==> src/rtl/mem_wb_stage.sv <==
// MEM/WB pipeline register and writeback mux: extracts sub-word loads and drives the register-file write port.
// Optional retired-instruction counter enabled by defining MEM_WB_RETIRE_CNT_EN.
module mem_wb_stage #(
  parameter int XLEN = 32
) (
  input  logic            clk,
  input  logic            rst,
  input  logic            stall,
  input  logic            flush,
  input  logic            in_valid,
  input  logic            in_regWrite,
  input  logic [4:0]      in_rd,
  input  logic [1:0]      in_wbSel,
  input  logic [2:0]      in_funct3,
  input  logic [XLEN-1:0] in_aluResult,
  input  logic [XLEN-1:0] in_memData,
  input  logic [XLEN-1:0] in_pc4,
  input  logic [XLEN-1:0] in_imm,
  output logic [4:0]      writeReg,
  output logic            regWrite,
  output logic [XLEN-1:0] writeData,
  output logic            wb_valid,
  output logic            misalign
`ifdef MEM_WB_RETIRE_CNT_EN
  ,
  output logic [63:0]     retire_count
`endif
);

  localparam logic [1:0] WB_ALU  = 2'b00;
  localparam logic [1:0] WB_LOAD = 2'b01;
  localparam logic [1:0] WB_PC4  = 2'b10;
  localparam logic [1:0] WB_IMM  = 2'b11;

  typedef struct packed {
    logic            valid;
    logic            reg_write;
    logic [4:0]      rd;
    logic [1:0]      wb_sel;
    logic [2:0]      funct3;
    logic [XLEN-1:0] alu;
    logic [XLEN-1:0] mem;
    logic [XLEN-1:0] pc4;
    logic [XLEN-1:0] imm;
  } stage_t;

  stage_t stage_d, stage_q;

  // Flush beats stall so a bubble can enter even while the stage is held.
  always_comb begin
    stage_d = stage_q;
    if (flush) begin
      stage_d = '0;
    end else if (!stall) begin
      stage_d.valid     = in_valid;
      stage_d.reg_write = in_regWrite;
      stage_d.rd        = in_rd;
      stage_d.wb_sel    = in_wbSel;
      stage_d.funct3    = in_funct3;
      stage_d.alu       = in_aluResult;
      stage_d.mem       = in_memData;
      stage_d.pc4       = in_pc4;
      stage_d.imm       = in_imm;
    end
  end

  always_ff @(posedge clk) begin
    if (rst) stage_q <= '0;
    else     stage_q <= stage_d;
  end

  logic [1:0]      addr_lo;
  logic [7:0]      load_byte;
  logic [15:0]     load_half;
  logic [XLEN-1:0] load_data;
  logic            misalign_raw;

  assign addr_lo = stage_q.alu[1:0];

  always_comb begin
    load_byte = 8'h00;
    case (addr_lo)
      2'd0: load_byte = stage_q.mem[7:0];
      2'd1: load_byte = stage_q.mem[15:8];
      2'd2: load_byte = stage_q.mem[23:16];
      2'd3: load_byte = stage_q.mem[31:24];
      default: load_byte = 8'h00;
    endcase
    load_half = addr_lo[1] ? stage_q.mem[31:16] : stage_q.mem[15:0];
  end

  // Unused funct3 codes behave like LW, including the alignment check.
  always_comb begin
    load_data    = stage_q.mem;
    misalign_raw = (addr_lo != 2'b00);
    case (stage_q.funct3)
      3'b000: begin
        load_data    = {{(XLEN-8){load_byte[7]}}, load_byte};
        misalign_raw = 1'b0;
      end
      3'b100: begin
        load_data    = {{(XLEN-8){1'b0}}, load_byte};
        misalign_raw = 1'b0;
      end
      3'b001: begin
        load_data    = {{(XLEN-16){load_half[15]}}, load_half};
        misalign_raw = addr_lo[0];
      end
      3'b101: begin
        load_data    = {{(XLEN-16){1'b0}}, load_half};
        misalign_raw = addr_lo[0];
      end
      default: begin
        load_data    = stage_q.mem;
        misalign_raw = (addr_lo != 2'b00);
      end
    endcase
  end

  always_comb begin
    writeData = stage_q.alu;
    case (stage_q.wb_sel)
      WB_ALU:  writeData = stage_q.alu;
      WB_LOAD: writeData = load_data;
      WB_PC4:  writeData = stage_q.pc4;
      WB_IMM:  writeData = stage_q.imm;
      default: writeData = stage_q.alu;
    endcase
  end

  assign misalign = stage_q.valid & (stage_q.wb_sel == WB_LOAD) & misalign_raw;
  // x0 is filtered here as well so regWrite reflects a real architectural write.
  assign regWrite = stage_q.valid & stage_q.reg_write & (stage_q.rd != 5'd0) & ~misalign;
  assign writeReg = stage_q.rd;
  assign wb_valid = stage_q.valid;

`ifdef MEM_WB_RETIRE_CNT_EN
  logic [63:0] retire_count_d, retire_count_q;
  logic        retire_fire;

  // The held instruction retires when it leaves the stage, whether by capture or flush.
  assign retire_fire = stage_q.valid & (~stall | flush);

  always_comb begin
    retire_count_d = retire_count_q;
    if (retire_fire) retire_count_d = retire_count_q + 64'd1;
  end

  always_ff @(posedge clk) begin
    if (rst) retire_count_q <= '0;
    else     retire_count_q <= retire_count_d;
  end

  assign retire_count = retire_count_q;
`endif

endmodule

==> config.mk <==
export PLATFORM = sky130hd
export DESIGN_NAME = mem_wb_stage
export DESIGN_NICKNAME = d
export VERILOG_FILES = /design/src/rtl/mem_wb_stage.sv
export SDC_FILE = /design/constraint.sdc
export NUM_CORES = 1
export LEC_CHECK = 0
export CAP_MARGIN = 10
export CELL_PAD_IN_SITES_DETAIL_PLACEMENT = 0
export CELL_PAD_IN_SITES_GLOBAL_PLACEMENT = 1
export CORE_MARGIN = 2
export CORE_UTILIZATION = 50
export DETAILED_ROUTE_END_ITERATION = 8
export DONT_BUFFER_PORTS = 1
export GPL_TIMING_DRIVEN = 0
export HOLD_SLACK_MARGIN = 0.03
export PLACE_DENSITY_LB_ADDON = 0.05
export REMOVE_ABC_BUFFERS = 1
export SETUP_SLACK_MARGIN = 0.4
export SLEW_MARGIN = 20
export SYNTH_ARGS = -nofsm -noshare
export SYNTH_HDL_FRONTEND = slang
export SYNTH_SLANG_ARGS = --single-unit
==> constraint.sdc <==
create_clock -name clk -period 5.65 [get_ports clk]
set_clock_uncertainty 0.1 [all_clocks]
set_input_delay 1.13 -clock clk [delete_from_list [all_inputs] [get_ports clk]]
set_output_delay 1.13 -clock clk [all_outputs]
set_load 0.02 [all_outputs]
# Word-level counts from Yosys, hierarchy flattened
# Index checks and enable logic that the tools add are counted.
[op_classes] n_eq_ne=9 n_mux=5 bitwise_logic=6 reduce_logical=8
[op_table] op="$pmux 32 s4" count=2
[op_table] op="$pmux 8 s4" count=1
[op_table] op="$mux 16" count=1
[op_table] op="$eq 2x2->1 const B" count=4
[op_table] op="$eq 3x3->1 const B" count=2
[op_table] op="$reduce_or 2->1" count=3
[op_table] op="$and 1x1->1" count=5
[op_table] op="$reduce_bool 5->1" count=1
[op_table] op="$eq 2x1->1 const B" count=2
[op_table] op="$logic_not 2->1" count=2
[op_table] op="$eq 3x1->1 const B" count=1
[op_table] op="$logic_not 3->1" count=1
[op_table] op="$pmux 1 s2" count=1
[op_table] op="$reduce_bool 2->1" count=1
[op_table] op="$not 1->1" count=1
[totals] regBits=140 input_bits=144 output_inout_bits=40 wordCells=37

# Longest topological paths before layout
[logic_depth] ltp_word=6 depth_mapped=6 mapped_depth_nobuf=4

# Least setup slack after synthesis
# No wires, ideal clock.
[synth_timing] kind="register to output" start="register stage_q[129] (netlist bit)" end="output regWrite" arrival_ns=1.588 t_required_ns=4.420 setup_slack_ns=2.832 stages_incl_launch_ff=7 path_buffers=3 path_cell_list="dfxtp_1 buf_2 clkbuf_1 buf_2 o21ai_0 a21oi_1 nor2_1"
[synth_via] elab_chain_cells=6 word_cells_on_any_way=10 cone_classes="3 x eq/ne; 1 x mux; 3 x bitwise; 3 x reduce/logical"
[synth_rtl] item="start, declared" line_no="47" text="stage_t stage_d, stage_q;"
[synth_rtl] item="start signal, assigned" line_no="69" text="else stage_q <= stage_d;"
[synth_rtl] item="$eq 3x3->1 (tied with other cells)" line_no="96" text="case (stage_q.funct3)"
[synth_rtl] item="$reduce_or 2->1 (no source line)"
[synth_rtl] item="$pmux 1 s2 (*)" line_no="96"
[synth_rtl] item="$and 1x1->1 (*)" line_no="131" text="assign misalign = stage_q.valid & (stage_q.wb_sel == WB_LOAD) & misalign_raw;"
[synth_rtl] item="named net misalign" line_no="23" text="output logic misalign"
[synth_rtl] item="$not 1->1 (*)" line_no="133" text="assign regWrite = stage_q.valid & stage_q.reg_write & (stage_q.rd != 5'd0) & ~misalign;"
[synth_rtl] item="$and 1x1->1 (*)" line_no="133"
[synth_rtl] item="end, declared" line_no="20" text="output logic regWrite,"
# Mark *: on every way through the listed nets, which the timed path passes. The rest lies on a longest branch.

# Worst setup path in the final report
[layout_timing] start="register stage_q, in the netlist addr_lo[1]" end="output writeData[31]"
[layout_via] elab_chain_cells=4 word_cells_on_any_way=8 cone_classes="3 x eq/ne; 4 x mux; 1 x reduce/logical"
[layout_rtl] item="$eq 2x2->1 (tied with other cells)" line_no="82" text="case (addr_lo)"
[layout_rtl] item="$pmux 8 s4" line_no="82"
[layout_rtl] item="$pmux 32 s4 (*)" line_no="96"
[layout_rtl] item="$pmux 32 s4 (*)" line_no="122" text="case (stage_q.wb_sel)"
[layout_rtl] item="end, declared" line_no="21" text="output logic [XLEN-1:0] writeData,"
# Every way passes the cells marked *; elsewhere a longest branch is shown, timed or not.

==> results_dict.tcl <==
set metrics [dict create \
    clk_latency_ns 0.42 \
    r2r-end "addr_lo[1]" \
    postLayoutCellArea_um2 7196 \
    viasPerCell 5.799 \
    cts_tree "done" \
    r2r-start "addr_lo[1]" \
    most-common-layout-cells "164 x mux2i_1, 151 x nor2_1, 137 x dfxtp_1, 25 x a21oi_1, 21 x o22a_1" \
    syn_to_final_growth_pct 10.96 \
    grt_setup_unrepaired "false" \
    worst_setup_path_end_kind "output pin" \
    post_cts_resized 0 \
    startpoint "addr_lo[1]" \
    placed_cell_area_um2 6504 \
    die_x_um 117.9 \
    gp_congestion 0.7960 \
    setup_ws_ns 1.409 \
    cap_violations 0 \
    post-place-ws_ns 1.818 \
    hold_viol 0 \
    critical_path_class "reg2out" \
    power_density_nw_per_um2 351.6 \
    dr.first_iter.drc_count 262 \
    clock_sinks 140 \
    grt_max_degree 141 \
    layout.cells.most_common "mux2i_1" \
    cts_hold_buf 0 \
    htree_num_levels 4 \
    dp_hpwl_um 10760 \
    fmax_mhz 235.8 \
    path_clk_slew_ns 0.06 \
    power.leakage_nw 2.954 \
    antenna_found_initial 0 \
    vias 4778 \
    setup_viol 0 \
    port_buffers 0 \
    hold_class "reg2reg" \
    ys_types 38 \
    worstHoldEndpoint "stage_q[65]" \
    fin_crit_sh_pct 75.06 \
    async_flop_share_pct 0 \
    finalCriticalPeriod_ns 4.241 \
    cts_buffers 17 \
    vdd_drop_max_v 0.0002233 \
    cp_cell_sequence "mux2_2, mux2i_2, nor4_4, o221a_2" \
    slowest_delay_ns 0.93 \
    fin_tns_setup_ns 0 \
    start_util_pct 51.39 \
    finalMaxSlewViolations 0 \
    dieArea_um2 13900 \
    crit_required_ns 4.42 \
    power_mw 2.530 \
    cts_setup_buffers 0 \
    wl_per_cell_um 19.73 \
    hold_depth 2 \
    yosysSeqAreaShare_pct 43.22 \
    syn_inst 678 \
    tightest_slew_ns 0.9946 \
    grt.overflow.total 0 \
    yosys_register_bits 140 \
    crit_path_start_kind "register" \
    critPathMaxFanout 24 \
    dp_cells 792 \
    drc 0 \
    io-pin-count 184 \
    coreArea_um2 12620 \
    drive_above_1_share_pct 9.202 \
    min_from "stage_q[65]" \
    yosysWarningCount 0 \
    ff2ff_path_depth 2 \
    final_nets 783 \
    synth_edf_count 0 \
    fin_cells 824 \
    grt_pass1_vias 4854 \
    rows 41 \
    ys.flop_type "dfxtp_1" \
    clock_path_buffers 2 \
    ant_nets 0 \
    cts-root-buf "clkbuf_16" \
    cp.arrival_ns 3.01 \
    wirelength_um 16260 \
    grt_util_all_layers_pct 23.74 \
    outcome "finished, final reports clean" \
    syn_area_um2 6485 \
    grt_pass1_wl_um 25870 \
    slew_headroom_pct 33.20 \
    first_pass_iters 5 \
    antennaDiodeCount 0 \
    die-height_um 117.9 \
    cpMaxStageDelayCell "dfxtp_1" \
    syn_area_per_cell_um2 9.565 \
    rrSetupSlack_ns 4.26 \
]
## worst max path at each step
stage / to / cells after the start / slack [ns]
2_1_floorplan: writeData[17] / 4 / 1.77
3_3_place_gp: writeData[25] / 4 / 0.12
3_5_place_dp: writeData[31] / 4 / 1.82
4_1_cts: writeData[31] / 4 / 1.38
5_1_grt: writeData[31] / 4 / 1.23
6_report: writeData[31] / 4 / 1.41
## cells in the mapped netlist, types with 4 or more instances
master    count  share of area [%]
a211oi_1     10                1.2
a21oi_1      25                1.9
a22oi_1      12                1.4
buf_2        26                2.0
buf_4         5               0.58
clkbuf_1     29                1.7
dfxtp_1     140                 43
mux2_2       14                2.4
mux2i_1     164                 25
nand2_1       6               0.35
nand2b_1      7               0.68
nor2_1      151                8.7
o21ai_0      11               0.85
o221ai_1      6               0.81
o22a_1       21                2.8
o22ai_1       7               0.68
o31ai_1       4               0.46
or2_2         4               0.39
or3_1         5               0.48
## where the power goes
group / internal (mW) / switching, mW / total, mW
logic: 0.0884 / 0.0928 / 0.181
clock network: 0.875 / 0.420 / 1.30
registers: 1.02 / 0.0332 / 1.05
total: 1.98 / 0.546 / 2.53
## layer usage
metal	vias to the layer above	part of all wire [%]	track usage, %
met2	138	49	39.86
met4	0	1.9	8.133
li1	2323	-	-
met3	23	7.7	9.641
met1	2294	41	27.36
met5	-	0	0
## flip-flops by register name, summed over array words and instances, names as in the netlist
name	cells
writeReg	5
wb_valid	1
addr_lo	2
stage_q	132
## final cells by class
type	instances	area, um2
clock inverters	11	210.2
clock buffers	21	481.7
inverters	5	18.77
repair buffers	3	82.58
fillers	1149	5424
well taps	172	215.2
multi-input cells	472	3378
flip-flops and latches	140	2809
## logic make-up after synthesis
group           count (synthesis)  share of synthesized area (%)
simple gates                  185                          12.00
mux                           181                          28.65
flops                         140                          43.22
compound gates                106                          11.40
buf+inv                        66                          4.727
## critical path, delay by kind of cell (launching register included)
| family | cells | cell delay [ns] |
|---|---|---|
| muxes | 2 | 0.46 |
| AOI/OAI and AO/OA | 1 | 0.44 |
| DFF | 1 | 0.93 |
| and+or+nand+nor | 1 | 0.75 |
## metrics by stage
| stage | util (%) | hold WS (ns) |
|---|---|---|
| final | 57.02 | 0.3877 |
| after floorplan | - | 0.3548 |
| after CTS | 57.02 | 0.3946 |
| after detailed placement | 51.54 | 0.3805 |
| after global routing | 57.02 | 0.4159 |
| after global placement | 50.81 | 0.3679 |
No activity file was read; power rests on OpenSTA's default activity.
